==> config.mk <==
export PLATFORM = sky130hd
export DESIGN_NAME = dmem_resp_bridge
export DESIGN_NICKNAME = d
export VERILOG_FILES = /design/src/rtl/dmem_resp_bridge_pkg.sv /design/src/rtl/dmem_wbuf.sv /design/src/rtl/dmem_resp_bridge.sv
export SDC_FILE = /design/constraint.sdc
export NUM_CORES = 1
export LEC_CHECK = 0
export BUFFER_PORTS_ARGS = -buffer_cell sky130_fd_sc_hd__buf_4
export CAP_MARGIN = 20
export CORE_MARGIN = 2
export CORE_UTILIZATION = 47
export DETAILED_ROUTE_END_ITERATION = 7
export HOLD_SLACK_MARGIN = 0.02
export PLACE_DENSITY = 0.87
export SYNTH_ARGS = -nofsm -noshare
export SYNTH_HDL_FRONTEND = slang
export SYNTH_SLANG_ARGS = --single-unit
==> constraint.sdc <==
create_clock -name clk -period 4.3 [get_ports clk]
set_clock_uncertainty 0.15 [all_clocks]
set_input_delay 1.075 -clock clk [delete_from_list [all_inputs] [get_ports clk]]
set_output_delay 1.075 -clock clk [all_outputs]
set_load 0.02 [all_outputs]
==> src/rtl/dmem_resp_bridge_pkg.sv <==
// Shared definitions for the data-memory response bridge: bus widths, FSM
// state encoding, access size codes, the default physical address mask and
// the packed request payload carried from issue to the sram-like bus.
package dmem_resp_bridge_pkg;

  localparam int unsigned ADDR_W = 32;
  localparam int unsigned DATA_W = 32;
  localparam int unsigned STRB_W = 4;
  localparam int unsigned SIZE_W = 2;

  // Strips the kseg bits so the bus sees a physical address
  localparam logic [ADDR_W-1:0] PADDR_MASK_DEFAULT = 32'h1FFF_FFFF;

  // Access size codes shared by the CPU side and the bus side
  localparam logic [SIZE_W-1:0] SIZE_BYTE = 2'd0;
  localparam logic [SIZE_W-1:0] SIZE_HALF = 2'd1;
  localparam logic [SIZE_W-1:0] SIZE_WORD = 2'd2;

  typedef enum logic [1:0] {
    ST_IDLE = 2'd0,
    ST_REQ  = 2'd1,
    ST_DATA = 2'd2,
    ST_DONE = 2'd3
  } dmemState_e;

  // Request payload latched when the FSM leaves IDLE
  typedef struct packed {
    logic              wr;
    logic [SIZE_W-1:0] size;
    logic [ADDR_W-1:0] addr;
    logic [DATA_W-1:0] wdata;
  } busPayload_t;

endpackage

==> src/rtl/dmem_wbuf.sv <==
// Single-entry posted write buffer occupancy tracker.
// The entry's payload lives in the bridge's bus payload registers, which are
// held stable until the drain completes, so only the valid flag is kept here.
// Ports:
//   clk, rst  - clock, synchronous active-high reset (invalidates the entry)
//   push      - a store is posted into the buffer
//   pop       - the drain's write-complete response was seen
//   valid     - buffer holds an undrained store
module dmem_wbuf
  import dmem_resp_bridge_pkg::*;
(
  input  logic clk,
  input  logic rst,
  input  logic push,
  input  logic pop,
  output logic valid
);

  // Push happens only from IDLE and pop only from REQ/DATA, so they never collide
  always_ff @(posedge clk) begin
    if (rst) begin
      valid <= 1'b0;
    end else if (push) begin
      valid <= 1'b1;
    end else if (pop) begin
      valid <= 1'b0;
    end
  end

endmodule

==> src/rtl/dmem_resp_bridge.sv <==
// Bridges the CPU M-stage data access onto a single-outstanding sram-like bus
// and raises a stall request until the access has been answered.
// Optional feature: define DMEM_WBUF_EN to post stores into a one-entry write
// buffer so they retire without stalling; otherwise stores block like loads.
// Ports:
//   clk, rst                         - clock, synchronous active-high reset
//   cpu_en/wen/size/addr/wdata       - M-stage access request
//   cpu_except                       - M-stage exception, blocks new issue
//   cpu_rdata                        - load data, valid when stallreq falls
//   stallreq                         - stall request to the hazard unit
//   bus_req/wr/size/addr/wdata       - bus request and payload
//   bus_addr_ok/data_ok/rdata        - bus accept, response and read data
module dmem_resp_bridge
  import dmem_resp_bridge_pkg::*;
#(
  parameter logic [ADDR_W-1:0] PADDR_MASK = PADDR_MASK_DEFAULT
) (
  input  logic              clk,
  input  logic              rst,
  input  logic              cpu_en,
  input  logic [STRB_W-1:0] cpu_wen,
  input  logic [SIZE_W-1:0] cpu_size,
  input  logic [ADDR_W-1:0] cpu_addr,
  input  logic [DATA_W-1:0] cpu_wdata,
  input  logic              cpu_except,
  output logic [DATA_W-1:0] cpu_rdata,
  output logic              stallreq,
  output logic              bus_req,
  output logic              bus_wr,
  output logic [SIZE_W-1:0] bus_size,
  output logic [ADDR_W-1:0] bus_addr,
  output logic [DATA_W-1:0] bus_wdata,
  input  logic              bus_addr_ok,
  input  logic              bus_data_ok,
  input  logic [DATA_W-1:0] bus_rdata
);

  dmemState_e  stateQ;
  dmemState_e  stateD;
  busPayload_t payloadQ;
  logic [DATA_W-1:0] rdataQ;

  logic cpuReq;
  logic isStore;
  logic issue;
  logic dataAccept;
  logic postNow;   // current IDLE issue is a posted store
  logic posted;    // transaction in flight is a posted-store drain

  assign cpuReq  = cpu_en & ~cpu_except;
  assign isStore = |cpu_wen;

`ifdef DMEM_WBUF_EN
  logic wbufValid;

  assign postNow = isStore & ~wbufValid;

  dmem_wbuf u_wbuf (
    .clk   (clk),
    .rst   (rst),
    .push  (issue & postNow),
    .pop   (dataAccept & posted),
    .valid (wbufValid)
  );
`else
  assign postNow = 1'b0;
  assign posted  = 1'b0;
`endif

  // State register
  always_ff @(posedge clk) begin
    if (rst) begin
      stateQ <= ST_IDLE;
    end else begin
      stateQ <= stateD;
    end
  end

  // Next-state logic; a data_ok without a prior/simultaneous addr_ok is ignored
  always_comb begin
    stateD = stateQ;
    case (stateQ)
      ST_IDLE: if (cpuReq) stateD = ST_REQ;
      ST_REQ:  if (bus_addr_ok) stateD = bus_data_ok ? ST_DONE : ST_DATA;
      ST_DATA: if (bus_data_ok) stateD = ST_DONE;
      ST_DONE: stateD = ST_IDLE;
      default: stateD = ST_IDLE;
    endcase
  end

  // Output / control decode. During a posted drain the CPU only stalls if it
  // presents a new access, which must wait for the single bus slot.
  always_comb begin
    stallreq   = 1'b0;
    bus_req    = 1'b0;
    issue      = 1'b0;
    dataAccept = 1'b0;
    case (stateQ)
      ST_IDLE: begin
        issue    = cpuReq;
        stallreq = cpuReq & ~postNow;
      end
      ST_REQ: begin
        bus_req    = 1'b1;
        dataAccept = bus_addr_ok & bus_data_ok;
        stallreq   = posted ? cpuReq : 1'b1;
      end
      ST_DATA: begin
        dataAccept = bus_data_ok;
        stallreq   = posted ? cpuReq : 1'b1;
      end
      ST_DONE: begin
        stallreq = posted ? cpuReq : 1'b0;
      end
      default: ;
    endcase
    if (rst) begin
      stallreq = 1'b0;
      bus_req  = 1'b0;
    end
  end

  // Issue payload and load-data capture
  always_ff @(posedge clk) begin
    if (rst) begin
      payloadQ <= '0;
      rdataQ   <= '0;
`ifdef DMEM_WBUF_EN
      posted   <= 1'b0;
`endif
    end else begin
      if (issue) begin
        payloadQ <= '{wr: isStore, size: cpu_size,
                      addr: cpu_addr & PADDR_MASK, wdata: cpu_wdata};
`ifdef DMEM_WBUF_EN
        posted   <= postNow;
`endif
      end
      if (dataAccept && !payloadQ.wr) begin
        rdataQ <= bus_rdata;
      end
    end
  end

  assign cpu_rdata = rdataQ;
  assign bus_wr    = payloadQ.wr;
  assign bus_size  = payloadQ.size;
  assign bus_addr  = payloadQ.addr;
  assign bus_wdata = payloadQ.wdata;

endmodule

======== Yosys cells after proc, flatten, opt, wreduce, memory -nomap -nowiden ========
Index checks and enable logic that the tools add are counted.
word-level totals
  register bits ........................... 98
  latch bits .............................. 0
  bits in writable memories ............... 0
  bits in read-only memories .............. 0
  input bits .............................. 108
  output and inout port bits .............. 101
  logic and storage cells ................. 32
  memories kept ........................... 0
cells by class
  $add $sub $neg .......................... 0
  multipliers ............................. 0
  div/mod/pow operators ................... 0
  $lt $le $gt $ge ......................... 0
  equality and inequality tests ........... 6
  shift operators ......................... 0
  multiplexer cells ....................... 11
  bitwise operators ....................... 3
  reduce and logical (&&, ||, !) cells .... 6
operators by type and width
  kind                                                              count
  2-bit one-hot mux with 4 select lines                             1
  2-bit 2-to-1 mux                                                  3
  2-bit != test (second input constant)                             3
  1-bit 2-to-1 mux                                                  5
  2-bit == test (second input constant)                             2
  4-bit OR reduction                                                1
  1-bit one-hot mux with 3 select lines                             1
  3-bit AND reduction                                               1
  1-bit AND                                                         2
  2-bit by 1-bit == test with 1-bit output (second input constant)  1
  2-bit logical NOT                                                 1
  1-bit one-hot mux with 2 select lines                             1
  2-bit OR reduction                                                1
  1-bit logical AND                                                 1
  1-bit logical NOT                                                 1
  1-bit inverter                                                    1

======== Logic depth before layout (Yosys ltp) ========
Gate-level depths: netlist (run 1).
  depth in word-level cells ............... 4
  gate-level depth with buffers ........... 8
  gate-level depth less buffers ........... 6

======== Least setup slack after synthesis (run 1) ========
Ideal clock, no wire load.
  path kind ............................... in2out
  start ................................... input cpu_except
  end ..................................... output stallreq
  arrival ................................. 1.867 ns
  required time ........................... 3.075 ns
  slack ................................... 1.208 ns
  cell stages on the path ................. 2
  path buffers ............................ 0
  cells stage by stage .................... nand2b_2 -> a211oi_1
between the ends
  longest elaborated chain between the ends .. 4
ends and longest elaborated chain
  item                                   RTL line                 source
  start, declared                        dmem_resp_bridge.sv:25   input logic cpu_except,
  1-bit inverter                         dmem_resp_bridge.sv:50   assign cpuReq = cpu_en & ~cpu_except;
  1-bit AND                              dmem_resp_bridge.sv:50
  1-bit one-hot mux with 3 select lines  dmem_resp_bridge.sv:98   case (stateQ)
  1-bit 2-to-1 mux                       dmem_resp_bridge.sv:117  if (rst) begin
  end, declared                          dmem_resp_bridge.sv:27   output logic stallreq,
No other way between the ends.

======== Worst setup path in the final report (run 1) ========
Same ends and word-level chain as after synthesis.

==> summary.txt, run 1 <==
Status
  • Run status: finished, final reports clean

Worst hold path
  • Hold path start: bus_addr[14]
  • HP Class: flop to flop

Placed design
  • Port Buf Inserts: 202
  • GPL Wtd Cong: 0.773
  • Placed insts: around 700
  • Hpwl dp: 7.29 mm
  • Post-place instance area: just over 5000 um^2

Cells and area
  • Final Cell Area: between 5000 and 6000 um^2
  • Layout net count: 748
  • Non-Filler Instances: 738
  • Area grow syn2layout: 47.7%
  • Fraction of layout cells with a size suffix above 1: 0.354
  • Antenna diode count: 0
  • Commonest cells after routing, fill and taps aside: buf_4, nand2_1, a21oi_1, dfxtp_1, clkbuf_8
  • Commonest non-fill, non-tap cell in the layout: buf_4

CTS
  • Root buffer cell: clkbuf_8
  • Setup Buffers After CTS: 0
  • Post_cts resized: 0
  • H-tree Lvls: 3
  • Clk buf depth: 2
  • Worst-Skew Late Latency: roughly 0.34 ns
  • Hold buffers post-CTS: 0
  • CTS buffer count: 9
  • Clock Sinks: 98
  • Clk slew on worst S/H paths: 0.09 ns
  • CTS tree: built

Yosys
  • Mapped Avg Cell Area: 8.02 um^2
  • Sequential-to-total area share from yosys stat: 0.545
  • Yosys warns: 0
  • Mapped Area: 3600 um^2
  • Mapped Cells: roughly 450
  • Top cells by area, synth: dfxtp_1, nand2_1, a21oi_1
  • Synth area leader: dfxtp_1
  • FF+latch count, synth: between 90 and 100
  • Top cell type's share of synthesized area: 0.545
  • Synth cell types: 25

Die
  • I/O Pins: 209
  • Site Rows: 31
  • Die Span Y: between 90 and 100 um
  • Die X: ~92 um
  • Initial Util: 0.491
  • Core Box Area: approximately 7300 um^2
  • Total die area: approximately 8400 um^2

Power and ir drop
  • Power Internal: approximately 1.6 mW
  • Final Power: roughly 2.3 mW
  • Sequential power share: 0.449
  • Leak: 2.34 nW
  • Part of the power in combinational logic: 0.282
  • PD cells: roughly 440 nW/um^2
  • NetSw: 0.739 mW
  • Worst-case vdd ir drop: 0.229 mV
  • Sw frac: 0.315
  • Clock power share: 0.269

STA
  • Final setup fails: 0
  • Final Hold Viols: 0
  • Fmax: ~330 MHz
  • Tightest Pin Transition: 1.03 ns
  • Fin Setup TNS: 0 ns
  • Min Hold Slack: around 0.3 ns
  • Unrepaired setup endpoints after global routing: false
  • Crit share post-route: 0.710
  • Rel. slew slack: 0.313
  • Final Max Slew Viols: 0
  • Tmin final: approximately 3 ns

Worst setup path
  • Worst EP required: approximately 3.1 ns
  • Reg2reg start: stateQ[1]
  • Worst Setup SP: cpu_except
  • Worst-path cell chain: buf_4, nand2b_2, a211oi_1, buf_4
  • CP max-delay cell: a211oi_1
  • Worst path bufs/invs: 2
  • Max incr delay on CP: 0.26 ns
  • CP Capture Type: output pin
  • Critical path arrival: between 1.5 and 2 ns
  • Kind of cell adding the most delay to the critical path: buffers and inverters
  • Critical setup path kind: input pin to output pin
  • Setup crit start kind: input pin
  • Crit-path max FO: 4
  • Most frequent CP cell: buf_4
  • Worst R2R Setup Slack: 1.94 ns

GRT
  • Total GRT Usage: 0.236
  • First-pass GRT wire length: roughly 16 mm
  • Total grt overflow: 0
  • Number of global-route vias before repair: approximately 3400
  • Largest net degree at the start of global routing: between 60 and 70
  • Initial antenna violation count: 0

Drt
  • Drt pass-1 iters: 4
  • Initial DRC count: 148
  • Final antenna-violating net count: 0
  • WL final: ~9.9 mm
  • DRC Markers: 0
  • DR WL/cell: around 13 um
  • Via count: 3581
  • Vias per cell: around 4.9

Flow run
  • Max-Cap Viols: 0
==> per-stage QoR <==
| stage | setup slack (ns) | utilization |
|---|---|---|
| 3_3_place_gp | 1.25 | 0.689 |
| 2_1_floorplan | 1.21 | - |
| 4_1_cts | 1.24 | 0.719 |
| 6_report | 1.25 | 0.725 |
| 3_5_place_dp | 1.26 | 0.689 |
| 5_1_grt | 1.22 | 0.725 |
==> worst min-delay path, stage by stage, from the launching register on <==
cell and delay [ns]:
dfxtp_1 0.32, nand2_1 0.05, a21oi_1 0.05
==> metal layers <==
| metal | GRT usage | vias up | part of all wire | wire, um |
|---|---|---|---|---|
| met1 | 0.270 | 1613 | 0.39 | 3910 |
| met5 | 0 | - | 0 | 0 |
| met2 | 0.417 | 145 | 0.51 | 5050 |
| li1 | - | 1802 | - | - |
| met3 | 0.0581 | 21 | 0.074 | 738 |
| met4 | 0.0997 | 0 | 0.025 | 248 |
==> logic make-up (layout without fill, tap and decap cells) <==
logic type,count (synthesis),after routing,synth area share
buf+inv,38,226,0.0660
fa+ha+maj,5,5,0.0174
compound gates,103,103,0.147
simple gates,203,203,0.221
flops,98,98,0.545
other cells,1,3,0.00104
mux,1,1,0.00278
==> power groups by stage <==
stage / sequential [mW] / clock (mW) / combinational (mW)
floorplan: 1.17 / 0 / 0.294
global placement: 1.07 / 0 / 0.630
detailed placement: 1.07 / 0 / 0.650
CTS: 1.05 / 0.645 / 0.651
global route: 1.07 / 0.692 / 0.723
finish: 1.05 / 0.632 / 0.661
==> synth_stat cells <==
| cell | n |
|---|---|
| a211oi_1 | 1 |
| a21oi_1 | 98 |
| a221o_1 | 1 |
| and2_1 | 1 |
| and2b_1 | 1 |
| buf_2 | 10 |
| buf_4 | 4 |
| buf_6 | 9 |
| clkbuf_1 | 11 |
| conb_1 | 1 |
| dfxtp_1 | 98 |
| ha_1 | 5 |
| inv_1 | 4 |
| mux2i_1 | 1 |
| nand2_1 | 192 |
| nand2b_2 | 1 |
| nor2_1 | 3 |
| nor2_4 | 1 |
| nor2b_1 | 1 |
| nor3_2 | 1 |
| o21ai_0 | 1 |
| o31ai_1 | 1 |
| o41ai_1 | 1 |
| or2_1 | 1 |
| or3_1 | 1 |
==> state kept, by name (all words and copies together), names as in the netlist <==
signal,flops
cpu_rdata,32
bus_size,2
bus_addr,29
bus_wdata,32
stateQ,2
bus_wr,1
==> worst paths after layout <==
kind              endpoint  depth (start not counted)
max               stallreq                          4
min           bus_addr[14]                          2
max reg2reg  cpu_rdata[26]                          6
min reg2reg   bus_addr[14]                          2
==> cell type report <==
cell class                      count  area [um^2]
Fill cell                         580         2020
Sequential cell                    98         1960
Timing Repair Buffer              207         1590
Multi-Input combinational cell    315         1410
Clock buffer                        9          124
Tap cell                           99          124
Clock inverter                      6         90.1
Inverter                            4         15.0
No activity file was read; power rests on OpenSTA's default activity.
==> inputs of run 2 (changes only) <==
--- a/config.mk
+++ b/config.mk
@@ -8,10 +8,10 @@
 export BUFFER_PORTS_ARGS = -buffer_cell sky130_fd_sc_hd__buf_4
 export CAP_MARGIN = 20
 export CORE_MARGIN = 2
-export CORE_UTILIZATION = 47
+export CORE_UTILIZATION = 43
 export DETAILED_ROUTE_END_ITERATION = 7
 export HOLD_SLACK_MARGIN = 0.02
-export PLACE_DENSITY = 0.87
+export PLACE_DENSITY = 0.81
 export SYNTH_ARGS = -nofsm -noshare
 export SYNTH_HDL_FRONTEND = slang
 export SYNTH_SLANG_ARGS = --single-unit
==> constraint.sdc (replaced) <==
create_clock -name clk -period 3.11 [get_ports clk]
set_clock_uncertainty 0.15 [all_clocks]
set_input_delay 0.7775 -clock clk [delete_from_list [all_inputs] [get_ports clk]]
set_output_delay 0.7775 -clock clk [all_outputs]
set_load 0.02 [all_outputs]
==> run 2 against run 1 <==
Compared with the run above: die area up 8.9%; sequential power is 38% higher; register-to-register slack got worse by 0.83 ns; via count is 1.3% lower; sequential share of layout area stayed put.
==> summary.txt, run 2 (synthesis results as in run 1) <==
Status
  • Run status: finished, final reports clean

Die
  • I/O Pins: 209 (unchanged)
  • Core Box Area: 8180 um^2 (+12%)
  • Initial Util: 0.440 (-0.0507)
  • Die X: 95.5 um (+4.3%)
  • Site Rows: 33 (+6.5%)
  • Die Span Y: 95.5 um (+4.3%)
  • Total die area: 9120 um^2 (+8.9%)

CTS
  • Clk buf depth: 2 (unchanged)
  • CTS buffer count: 9 (unchanged)
  • Post_cts resized: 0 (unchanged)
  • Clock Sinks: 98 (unchanged)
  • Hold buffers post-CTS: 0 (unchanged)
  • Root buffer cell: clkbuf_8
  • H-tree Lvls: 3 (unchanged)
  • CTS tree: built
  • Setup Buffers After CTS: 0 (unchanged)
  • Worst-Skew Late Latency: 0.35 ns (about the same)
  • Clk slew on worst S/H paths: 0.09 ns (about the same)

Worst setup path
  • Setup crit start kind: flop
  • R2R cell count: 7 (+1)
  • Worst Setup SP: stateQ[0]
  • CP Capture Type: output pin
  • Crit-path max FO: 5 (+1)
  • Worst Setup EP: stallreq
  • Worst r2r dst: bus_wdata[30]
  • Reg2reg start: stateQ[0]
  • Worst R2R Setup Slack: 1.11 ns (-0.83 ns)
  • Critical path arrival: 1.62 ns (-0.21 ns)
  • Worst EP required: 2.18 ns (-0.89 ns)
  • Critical setup path kind: flop to output pin

GRT
  • First-pass GRT wire length: 14.5 mm (-8.7%)
  • Total grt overflow: 0 (unchanged)
  • Largest net degree at the start of global routing: 58 (-15%)
  • Number of global-route vias before repair: 3342 (-1.5%)
  • Initial antenna violation count: 0 (unchanged)
  • Total GRT Usage: 0.202 (-0.0338)

Placed design
  • Placed insts: 730 (+1.2%)
  • Hpwl dp: 7.10 mm (-2.7%)
  • GPL Wtd Cong: 0.750 (-3.0%)
  • Port Buf Inserts: 202 (unchanged)

Cells and area
  • Non-Filler Instances: 747 (+1.2%)
  • Multi-input combinational cell area: 1410 um^2 (unchanged)
  • Fraction of layout cells with a size suffix above 1: 0.357 (+0.00302)
  • Seq. cell area: 1960 um^2 (unchanged)
  • Antenna diode count: 0 (unchanged)
  • Fill cells: 707 (+22%)
  • Area grow syn2layout: 47.7% (unchanged)
  • Commonest non-fill, non-tap cell in the layout: buf_4
  • Layout net count: 750 (+0.27%)
  • Commonest cells after routing, fill and taps aside: buf_4, nand2_1, a21oi_1, dfxtp_1, clkbuf_8

STA
  • Rel. slew slack: 0.616 (+0.302)
  • Final Hold Viols: 0 (unchanged)
  • Tmin final: between 2 and 3 ns
  • Fin Setup TNS: 0 ns (unchanged)
  • Final setup fails: 0 (unchanged)
  • Tightest Pin Transition: 0.576 ns (-0.453 ns)
  • Unrepaired setup endpoints after global routing: false
  • Fmax: 393 MHz
  • Crit share post-route: 0.819
  • Final Max Slew Viols: 0 (unchanged)

Drt
  • Drt pass-1 iters: 5 (+1)
  • Initial DRC count: 87 (-41%)
  • Via count: 3535 (-1.3%)
  • Final antenna-violating net count: 0 (unchanged)
  • DRC Markers: 0 (unchanged)
  • DR WL/cell: 12.9 um (-4.5%)
  • Vias per cell: 4.73 (-2.5%)
  • WL final: 9.61 mm (-3.4%)

Power and ir drop
  • PD cells: 595 nW/um^2 (+35%)
  • NetSw: 1.02 mW (+38%)
  • Power Internal: 2.14 mW (+33%)
  • Worst-case vdd ir drop: 0.306 mV (+34%)
  • Clock power share: 0.251 (-0.018)
  • Sw frac: 0.323 (+0.00783)
  • Part of the power in combinational logic: 0.289 (+0.007)
  • Sequential power share: 0.459 (+0.010)
  • Leak: 2.34 nW (about the same)
  • Final Power: 3.16 mW (+35%)

Flow run
  • Max-Cap Viols: 0 (unchanged)

Worst hold path
  • HP Class: flop to flop
  • Hold path cells: 2 (unchanged)
-- run 2: routing by layer --
metal  vias up  routed length [um]  GRT usage
li1       1805                   -          -
met1      1579                3690      0.205
met2       144                4820      0.377
met3         7                1020     0.0711
met4         0                  82     0.0786
met5         -                   0          0
-- run 2: cell type report --
type                       instances  area share
multi-input combinational        315       0.266
clock inverter                     7      0.0132
tap                              105      0.0247
inverter                           4     0.00282
sequential                        98       0.369
clock buffer                       9      0.0233
timing repair buffer             209       0.301
-- run 2: how the worst min path moves through the flow --
| stage | start | end | slack [ns] |
|---|---|---|---|
| finish | bus_addr[5] | bus_addr[5] | 0.31 |
| global route | cpu_rdata[4] | cpu_rdata[4] | 0.33 |
| CTS | bus_addr[14] | bus_addr[14] | 0.31 |
| detailed placement | bus_addr[14] | bus_addr[14] | 0.30 |
| global placement | bus_addr[5] | bus_addr[5] | 0.29 |
| floorplan | stateQ[1] | stateQ[1] | 0.36 |
-- run 2: metrics by stage --
step	hold slack (ns)	worst slack, ns	util	cell area (um^2)
2_1_floorplan	0.364	0.613	-	3610
3_3_place_gp	0.292	0.663	0.623	5100
3_5_place_dp	0.297	0.653	0.623	5100
4_1_cts	0.310	0.537	0.647	5290
5_1_grt	0.326	0.423	0.650	5320
6_report	0.307	0.562	0.650	5320
-- run 2: worst max-delay path: stages (launching register included) --
cell and delay [ns]:
dfxtp_1 0.37, inv_1 0.11, ha_1 0.34, nor2_1 0.06, a211oi_1 0.22, buf_4 0.19
-- run 2: power groups by stage --
stage | Clock (mW) | Combinational (mW) | Sequential, mW
after floorplan | 0 | 0.407 | 1.62
after global placement | 0 | 0.890 | 1.48
after detailed placement | 0 | 0.918 | 1.48
after CTS | 0.818 | 0.921 | 1.45
after global routing | 0.872 | 1.00 | 1.47
final | 0.796 | 0.916 | 1.45
